<file path="src/rtl/timer_mc_pkg.sv">
// Shared types and defaults for the multi-channel timer.
// Imported by the interface, the capture channel and the core.
package timer_mc_pkg;

    localparam int DEF_CNT_W  = 32;
    localparam int DEF_PRE_W  = 16;
    localparam int DEF_NUM_CH = 4;

    typedef enum logic [1:0] {
        MODE_ONESHOT_DN = 2'd0,
        MODE_REPEAT_DN  = 2'd1,
        MODE_REPEAT_UP  = 2'd2,
        MODE_CENTER     = 2'd3
    } cnt_mode_e;

    typedef enum logic {
        DIR_UP = 1'b0,
        DIR_DN = 1'b1
    } dir_e;

    function automatic logic reload_down(input cnt_mode_e m);
        return (m == MODE_ONESHOT_DN) || (m == MODE_REPEAT_DN);
    endfunction

endpackage

</file>
<file path="src/rtl/timer_mc_if.sv">
// Configuration and status bundle between the register front-end
// (master) and the timer core (slave).
interface timer_mc_if
    import timer_mc_pkg::*;
#(
    parameter int CNT_W  = DEF_CNT_W,
    parameter int PRE_W  = DEF_PRE_W,
    parameter int NUM_CH = DEF_NUM_CH
);
    logic                    en;
    logic [1:0]              cnt_mode;
    logic [PRE_W-1:0]        pre_val;
    logic [CNT_W-1:0]        period;
    logic                    load_cmd;
    logic [NUM_CH*CNT_W-1:0] ch_cmp;
    logic [NUM_CH-1:0]       ch_pol;
    logic [NUM_CH-1:0]       ch_pwm_en;
    logic [NUM_CH-1:0]       capture_i;
    logic [NUM_CH-1:0]       cap_ack;
    logic [CNT_W-1:0]        current_val;
    logic [NUM_CH*CNT_W-1:0] cap_val;
    logic [NUM_CH-1:0]       cap_stb;
    logic [NUM_CH-1:0]       cap_ovr;
    logic [NUM_CH-1:0]       pwm_o;
    logic                    upd_o;
    logic                    irq;

    modport master (
        output en, cnt_mode, pre_val, period, load_cmd,
        output ch_cmp, ch_pol, ch_pwm_en, capture_i, cap_ack,
        input  current_val, cap_val, cap_stb, cap_ovr,
        input  pwm_o, upd_o, irq
    );

    modport slave (
        input  en, cnt_mode, pre_val, period, load_cmd,
        input  ch_cmp, ch_pol, ch_pwm_en, capture_i, cap_ack,
        output current_val, cap_val, cap_stb, cap_ovr,
        output pwm_o, upd_o, irq
    );

endinterface

</file>
<file path="src/rtl/timer_mc_capture.sv">
// One input-capture channel: 2-flop synchroniser, rising-edge detect,
// latched counter value with strobe, pending and sticky overrun.
module timer_mc_capture
    import timer_mc_pkg::*;
#(
    parameter int CNT_W = DEF_CNT_W
) (
    input  logic             clk,
    input  logic             rst_n,
    input  logic             cap_i,
    input  logic             ack_i,
    input  logic [CNT_W-1:0] cnt_i,
    output logic [CNT_W-1:0] val_o,
    output logic             stb_o,
    output logic             ovr_o
);

    logic             s1_q, s2_q, prev_q;
    logic             pend_q, ovr_q, stb_q;
    logic [CNT_W-1:0] val_q;
    logic             rise;

    assign rise = s2_q & ~prev_q;

    always_ff @(posedge clk or negedge rst_n) begin
        if (!rst_n) begin
            s1_q   <= 1'b0;
            s2_q   <= 1'b0;
            prev_q <= 1'b0;
            pend_q <= 1'b0;
            ovr_q  <= 1'b0;
            stb_q  <= 1'b0;
            val_q  <= '0;
        end else begin
            s1_q   <= cap_i;
            s2_q   <= s1_q;
            prev_q <= s2_q;
            stb_q  <= rise;
            if (rise) begin
                val_q  <= cnt_i;
                pend_q <= 1'b1;
                // an ack in the same cycle clears the overrun but not pending
                ovr_q  <= ack_i ? 1'b0 : (ovr_q | pend_q);
            end else if (ack_i) begin
                pend_q <= 1'b0;
                ovr_q  <= 1'b0;
            end
        end
    end

    assign val_o = val_q;
    assign stb_o = stb_q;
    assign ovr_o = ovr_q;

endmodule

</file>
<file path="src/rtl/timer_mc_core.sv">
// Shared prescaled counter with four counting modes driving NUM_CH
// double-buffered PWM compare and input-capture channels.
module timer_mc_core
    import timer_mc_pkg::*;
#(
    parameter int CNT_W  = DEF_CNT_W,
    parameter int PRE_W  = DEF_PRE_W,
    parameter int NUM_CH = DEF_NUM_CH
) (
    input logic      clk,
    input logic      rst_n,
    timer_mc_if.slave bus
);

    cnt_mode_e                    mode;
    logic [CNT_W-1:0]             cnt_q, cnt_d;
    logic [PRE_W-1:0]             pre_q, pre_d;
    dir_e                         dir_q, dir_d;
    logic                         done_q, done_d;
    logic                         upd_q, evt, tick;
    logic [NUM_CH-1:0][CNT_W-1:0] cmp_q, cmp_in;
    logic [NUM_CH-1:0]            pwm_q, pwm_d;
    logic [NUM_CH-1:0][CNT_W-1:0] cap_val_w;
    logic [NUM_CH-1:0]            cap_stb_w, cap_ovr_w;

    assign mode   = cnt_mode_e'(bus.cnt_mode);
    assign cmp_in = bus.ch_cmp;
    // >= keeps the prescaler from running away if pre_val shrinks
    assign tick   = bus.en && (pre_q >= bus.pre_val);

    always_comb begin
        cnt_d  = cnt_q;
        pre_d  = pre_q;
        dir_d  = dir_q;
        done_d = done_q;
        evt    = 1'b0;
        if (bus.load_cmd) begin
            pre_d  = '0;
            dir_d  = DIR_UP;
            done_d = 1'b0;
            cnt_d  = reload_down(mode) ? bus.period : '0;
        end else if (bus.en) begin
            pre_d = tick ? '0 : pre_q + 1'b1;
            if (tick) begin
                unique case (mode)
                    MODE_ONESHOT_DN: begin
                        if (!done_q) begin
                            if (cnt_q != '0) begin
                                cnt_d = cnt_q - 1'b1;
                            end else begin
                                evt    = 1'b1;
                                done_d = 1'b1;
                            end
                        end
                    end
                    MODE_REPEAT_DN: begin
                        if (cnt_q == '0) begin
                            evt   = 1'b1;
                            cnt_d = bus.period;
                        end else begin
                            cnt_d = cnt_q - 1'b1;
                        end
                    end
                    MODE_REPEAT_UP: begin
                        if (cnt_q >= bus.period) begin
                            evt   = 1'b1;
                            cnt_d = '0;
                        end else begin
                            cnt_d = cnt_q + 1'b1;
                        end
                    end
                    MODE_CENTER: begin
                        if (bus.period == '0) begin
                            evt   = 1'b1;
                            cnt_d = '0;
                            dir_d = DIR_UP;
                        end else if (dir_q == DIR_UP) begin
                            if (cnt_q >= bus.period) begin
                                dir_d = DIR_DN;
                                cnt_d = cnt_q - 1'b1;
                            end else begin
                                cnt_d = cnt_q + 1'b1;
                            end
                        end else if (cnt_q == '0) begin
                            evt   = 1'b1;
                            dir_d = DIR_UP;
                            cnt_d = CNT_W'(1);
                        end else begin
                            cnt_d = cnt_q - 1'b1;
                        end
                    end
                endcase
            end
        end
    end

    always_comb begin
        pwm_d = '0;
        for (int i = 0; i < NUM_CH; i++) begin
            pwm_d[i] = bus.ch_pwm_en[i]
                     ? ((cnt_q < cmp_q[i]) ^ bus.ch_pol[i])
                     : bus.ch_pol[i];
        end
    end

    always_ff @(posedge clk or negedge rst_n) begin
        if (!rst_n) begin
            cnt_q  <= '0;
            pre_q  <= '0;
            dir_q  <= DIR_UP;
            done_q <= 1'b0;
            upd_q  <= 1'b0;
            cmp_q  <= '0;
            pwm_q  <= '0;
        end else begin
            cnt_q  <= cnt_d;
            pre_q  <= pre_d;
            dir_q  <= dir_d;
            done_q <= done_d;
            upd_q  <= evt;
            pwm_q  <= pwm_d;
            // compares only move at a period boundary or on load
            if (bus.load_cmd || evt) begin
                cmp_q <= cmp_in;
            end
        end
    end

    for (genvar g = 0; g < NUM_CH; g++) begin : g_cap
        timer_mc_capture #(
            .CNT_W (CNT_W)
        ) u_cap (
            .clk   (clk),
            .rst_n (rst_n),
            .cap_i (bus.capture_i[g]),
            .ack_i (bus.cap_ack[g]),
            .cnt_i (cnt_q),
            .val_o (cap_val_w[g]),
            .stb_o (cap_stb_w[g]),
            .ovr_o (cap_ovr_w[g])
        );
    end

    assign bus.current_val = cnt_q;
    assign bus.cap_val     = cap_val_w;
    assign bus.cap_stb     = cap_stb_w;
    assign bus.cap_ovr     = cap_ovr_w;
    assign bus.pwm_o       = pwm_q;
    assign bus.upd_o       = upd_q;
    assign bus.irq         = upd_q | (|cap_stb_w);

endmodule

</file>
<file path="src/flat_wrapper.sv">
// flat-port wrapper written by rule: the top's interface ports become plain ports
module timer_mc_core_flat import timer_mc_pkg::*;
#(
    parameter int CNT_W  = DEF_CNT_W,
    parameter int PRE_W  = DEF_PRE_W,
    parameter int NUM_CH = DEF_NUM_CH
)
  (clk, rst_n, bus_en, bus_cnt_mode, bus_pre_val, bus_period, bus_load_cmd, bus_ch_cmp, bus_ch_pol, bus_ch_pwm_en, bus_capture_i, bus_cap_ack, bus_current_val, bus_cap_val, bus_cap_stb, bus_cap_ovr, bus_pwm_o, bus_upd_o, bus_irq);
  timer_mc_if #(.CNT_W(CNT_W), .PRE_W(PRE_W), .NUM_CH(NUM_CH)) bus_i ();
  input logic clk;
  input logic rst_n;
  input wire logic [$bits(bus_i.en)-1:0] bus_en;
  input wire logic [$bits(bus_i.cnt_mode)-1:0] bus_cnt_mode;
  input wire logic [$bits(bus_i.pre_val)-1:0] bus_pre_val;
  input wire logic [$bits(bus_i.period)-1:0] bus_period;
  input wire logic [$bits(bus_i.load_cmd)-1:0] bus_load_cmd;
  input wire logic [$bits(bus_i.ch_cmp)-1:0] bus_ch_cmp;
  input wire logic [$bits(bus_i.ch_pol)-1:0] bus_ch_pol;
  input wire logic [$bits(bus_i.ch_pwm_en)-1:0] bus_ch_pwm_en;
  input wire logic [$bits(bus_i.capture_i)-1:0] bus_capture_i;
  input wire logic [$bits(bus_i.cap_ack)-1:0] bus_cap_ack;
  output wire logic [$bits(bus_i.current_val)-1:0] bus_current_val;
  output wire logic [$bits(bus_i.cap_val)-1:0] bus_cap_val;
  output wire logic [$bits(bus_i.cap_stb)-1:0] bus_cap_stb;
  output wire logic [$bits(bus_i.cap_ovr)-1:0] bus_cap_ovr;
  output wire logic [$bits(bus_i.pwm_o)-1:0] bus_pwm_o;
  output wire logic [$bits(bus_i.upd_o)-1:0] bus_upd_o;
  output wire logic [$bits(bus_i.irq)-1:0] bus_irq;
  assign bus_i.en = bus_en;
  assign bus_i.cnt_mode = bus_cnt_mode;
  assign bus_i.pre_val = bus_pre_val;
  assign bus_i.period = bus_period;
  assign bus_i.load_cmd = bus_load_cmd;
  assign bus_i.ch_cmp = bus_ch_cmp;
  assign bus_i.ch_pol = bus_ch_pol;
  assign bus_i.ch_pwm_en = bus_ch_pwm_en;
  assign bus_i.capture_i = bus_capture_i;
  assign bus_i.cap_ack = bus_cap_ack;
  assign bus_current_val = bus_i.current_val;
  assign bus_cap_val = bus_i.cap_val;
  assign bus_cap_stb = bus_i.cap_stb;
  assign bus_cap_ovr = bus_i.cap_ovr;
  assign bus_pwm_o = bus_i.pwm_o;
  assign bus_upd_o = bus_i.upd_o;
  assign bus_irq = bus_i.irq;
  timer_mc_core #(.CNT_W(CNT_W), .PRE_W(PRE_W), .NUM_CH(NUM_CH)) u_core (.clk(clk), .rst_n(rst_n), .bus(bus_i));
endmodule
</file>
<file path="config.mk">
export PLATFORM = sky130hd
export DESIGN_NAME = timer_mc_core_flat
export DESIGN_NICKNAME = d
export VERILOG_FILES = /design/src/rtl/timer_mc_pkg.sv /design/src/rtl/timer_mc_if.sv /design/src/rtl/timer_mc_capture.sv /design/src/rtl/timer_mc_core.sv /design/src/flat_wrapper.sv
export SDC_FILE = /design/constraint.sdc
export NUM_CORES = 1
export LEC_CHECK = 0
export ABC_AREA = 1
export ABC_CLOCK_PERIOD_IN_PS = 3520
export BUFFER_PORTS_ARGS = -buffer_cell sky130_fd_sc_hd__buf_4
export CAP_MARGIN = 10
export CORE_MARGIN = 2
export CORE_UTILIZATION = 30
export DETAILED_ROUTE_END_ITERATION = 12
export PLACE_DENSITY_LB_ADDON = 0.3
export SYNTH_ARGS = -nofsm -noshare
export SYNTH_HDL_FRONTEND = slang
export SYNTH_SLANG_ARGS = --single-unit
</file>
<file path="constraint.sdc">
create_clock -name clk -period 3.52 [get_ports clk]
set_clock_uncertainty 0.1 [all_clocks]
set_input_delay 0.704 -clock clk [delete_from_list [all_inputs] [get_ports clk]]
set_output_delay 0.704 -clock clk [all_outputs]
set_load 0.01 [all_outputs]
</file>
==> metrics.cfg <==
[status]
status=completed

[grt]
grt_pass1_wl_um=108200
antenna_found_initial=6
grt_usage_pct=19.83
grt-ovfl-total=0
grt_pass1_vias=18140
grt_max_degree=82

[critical_path]
arrival_ns=3.65
crit_path_frequent_cell=nand2_1
r2r_cells=15
path_buf_inv=2
cp.depth=15
cpLargestDelayFamily=simple AND/OR/NAND/NOR gates
path_cells=buf_4 -> nor2_1 -> nand2_1 -> nor2_1 -> nand2_1 -> nor3_4 -> nand2_1 -> nand2_1 -> nand2_1 -> nand3_1 -> nand3_2 -> nand2_8 -> buf_12 -> nand2_1 -> o21ai_0
required_ns=3.89
slowest_stage=nor3_4
endpoint_kind=register
startpoint_type=register
critPathMaxStageDelay_ns=0.48
worstSetupPathType=reg -> reg
worstPathMaxFanout=50

[final_layout]
layout.area.seq_um2=8383
syn2layout_area_growth_pct=26.23
multi_input_area_um2=10380
fin_cells=3989
layout-drive-gt1-share_pct=21.58
final_net_count=3450
fill_cells=7197
final_util_pct=38.23

[power]
p_per_area_nw_per_um2=490.9
leakage_uw=0.01374
peakVddDrop_mv=0.3513

[synthesis]
postSynthAreaPerCell_um2=7.751
synth_seq_cells=335
synth_nets=3049
synth_top_area_share_pct=40.43
synth_area_leaders=dfrtp_1, nand2_1, ha_1
synth-seq-area-share_pct=40.43
yosysTopAreaCell=dfrtp_1
syn_area_um2=20730
synth_warnings=0
synthDistinctLibCells=48
syn_inst=2675

[routing]
wirelength_um=71200
drt.antenna.violating_nets=0
dr.pass1.iters=5
routedWlPerCell_um=17.85
drtIter0Drc=1427
num_vias=18860
vias_per_cell=4.729
drc_errors=0

[clocking]
numCtsBuffers=42
cts-htree-levels=2
cts_sinks=335
clockBufferDepth=3
root_buffer=clkbuf_16
clkSlewWorstSetupHoldPaths_ns=0.06
cts_setup_buffers=0
clkLatencyLatePin_ns=0.57
cts_tree=done

[sta]
min_period_ns=3.280
finalCritPeriodShare_pct=93.18
worst_slew_pin_slew_ns=0.9723
hold_ws_ns=0.04915
rsz0062_at_grt=no
hold_viol_final=0
finalMaxSlewViolations=0
setup_tns_ns=0
setup_violations=0
fmax_mhz=304.9
max_slew_margin_pct=35.18

[floorplanning]
dieArea_um2=71240
fp-row-count=96
pin_count=372
die_w_um=266.9
die_h_um=266.9
start_util_pct=30.29
core_um2=68470

[place]
port_buffers=371
dp_cells=3914
place_congestion=0.9522
dp_hpwl_um=54760

[job]
cap_violations=0

[worst_hold_path]
hold_path.class=in -> async

through the flow:
step / setup slack, ns / cell area, um^2 / total power (uW)
floorplan: 0.8303 / 20730 / 6715
global placement: 0.07107 / 24750 / 8420
detailed placement: -0.07938 / 24750 / 8470
CTS: 0.2058 / 26170 / 13020
global route: 0.03172 / 26170 / 13660
finish: 0.2402 / 26170 / 12850
cells by family (layout without fill, tap and decap cells):
family	Yosys count	in the layout	synth area share, %
xor gates and xnor gates	58	58	2.450
other	0	2	0
DFF	335	335	40.43
and+or+nand+nor	1184	1184	23.65
buffers and inverters	445	875	9.546
AOI/OAI and AO/OA	477	477	13.31
adders and majority gates	176	176	10.62
sequential cells by signal, summed over array words and instances (netlist names), 4 cells and up:
name                       count
u_core.g_cap.u_cap.prev_q      4
u_core.g_cap.u_cap.ovr_o       4
u_core.pre_q                  16
u_core.g_cap.u_cap.pend_q      4
u_core.g_cap.u_cap.stb_o       4
u_core.bus.current_val        32
u_core.g_cap.u_cap.s1_q        4
u_core.bus.pwm_o               4
u_core.g_cap.u_cap.s2_q        4
u_core.g_cap.u_cap.val_o     128
u_core.cmp_q                 128
Yosys cell counts, drive strengths merged:
library cell / number
nand2: 826
dfrtp: 335
inv: 334
o21ai: 312
nor2: 183
ha: 176
a21oi: 124
nand3: 108
buf: 65
xor2: 55
clkbuf: 44
nor3: 32
nand4: 22
o211ai: 17
nor4: 7
a211oi: 5
o22ai: 5
o21a: 4
o31ai: 4
xnor2: 3
a21o: 2
clkinv: 2
a31oi: 1
and2: 1
and3: 1
nand3b: 1
nor3b: 1
o2111ai: 1
o21bai: 1
o221ai: 1
or2: 1
or3: 1
layer usage:
layer / up-vias / GRT usage (%) / share of wire, %
met5: - / 0 / 0.087
met4: 10 / 5.557 / 2.6
met3: 111 / 3.893 / 6.7
met2: 612 / 31.62 / 45
met1: 8716 / 27.24 / 46
li1: 9415 / - / -
power by group:
| part | internal [uW] | total [uW] | switching (uW) | leakage (uW) |
|---|---|---|---|---|
| combinational | 1490 | 3780 | 2290 | 0.00879 |
| sequential | 4310 | 4610 | 295 | 0.00425 |
| clock | 2720 | 4460 | 1740 | 0.000700 |
final timing paths:
check / slack [ns] / end / startpoint
setup / recovery: 0.24 / u_core.cmp_q[43] / u_core.bus.current_val[27]
hold / removal: 0.05 / u_core.g_cap[3].u_cap.prev_q / rst_n
setup reg to reg: 0.24 / u_core.cmp_q[43] / u_core.bus.current_val[27]
hold reg to reg: 0.24 / u_core.g_cap[1].u_cap.s2_q / u_core.g_cap[1].u_cap.s1_q
max in group asynchronous: 2.39 / u_core.cmp_q[73] / rst_n
min in group clk: 0.15 / u_core.g_cap[0].u_cap.s1_q / bus_capture_i[0]
final cells by class:
| cell class | count | share of cell area (%) |
|---|---|---|
| Clock buffer | 51 | 4.465 |
| Antenna cell | 2 | 0.01912 |
| Sequential cell | 335 | 32.03 |
| Multi-Input combinational cell | 1895 | 39.67 |
| Inverter | 336 | 4.819 |
| Timing Repair Buffer | 466 | 13.82 |
| Clock inverter | 22 | 0.9561 |
| Tap cell | 882 | 4.216 |
cell usage in the layout, fill, tap and decap left out, drive strengths merged:
cell type	netlist	layout
nand2	826	826
buf	65	466
dfrtp	335	335
inv	334	334
o21ai	312	312
nor2	183	183
ha	176	176
a21oi	124	124
nand3	108	108
xor2	55	55
clkbuf	44	51
nor3	32	32
nand4	22	22
o211ai	17	17
clkinv	2	16
nor4	7	7
a211oi	5	5
o22ai	5	5
bufinv	0	5
o31ai	4	4
o21a	4	4
xnor2	3	3
clkinvlp	0	3
diode	0	2
a21o	2	2
or3	1	1
o2111ai	1	1
o221ai	1	1
a31oi	1	1
nor3b	1	1
and3	1	1
nand3b	1	1
or2	1	1
o21bai	1	1
and2	1	1
what timing repair did:
item,4_1_cts,5_1_grt
endpoints found under the setup margin,0,1
hold buffers,0,0
resized for setup,0,1
No activity file was read; power rests on OpenSTA's default activity.
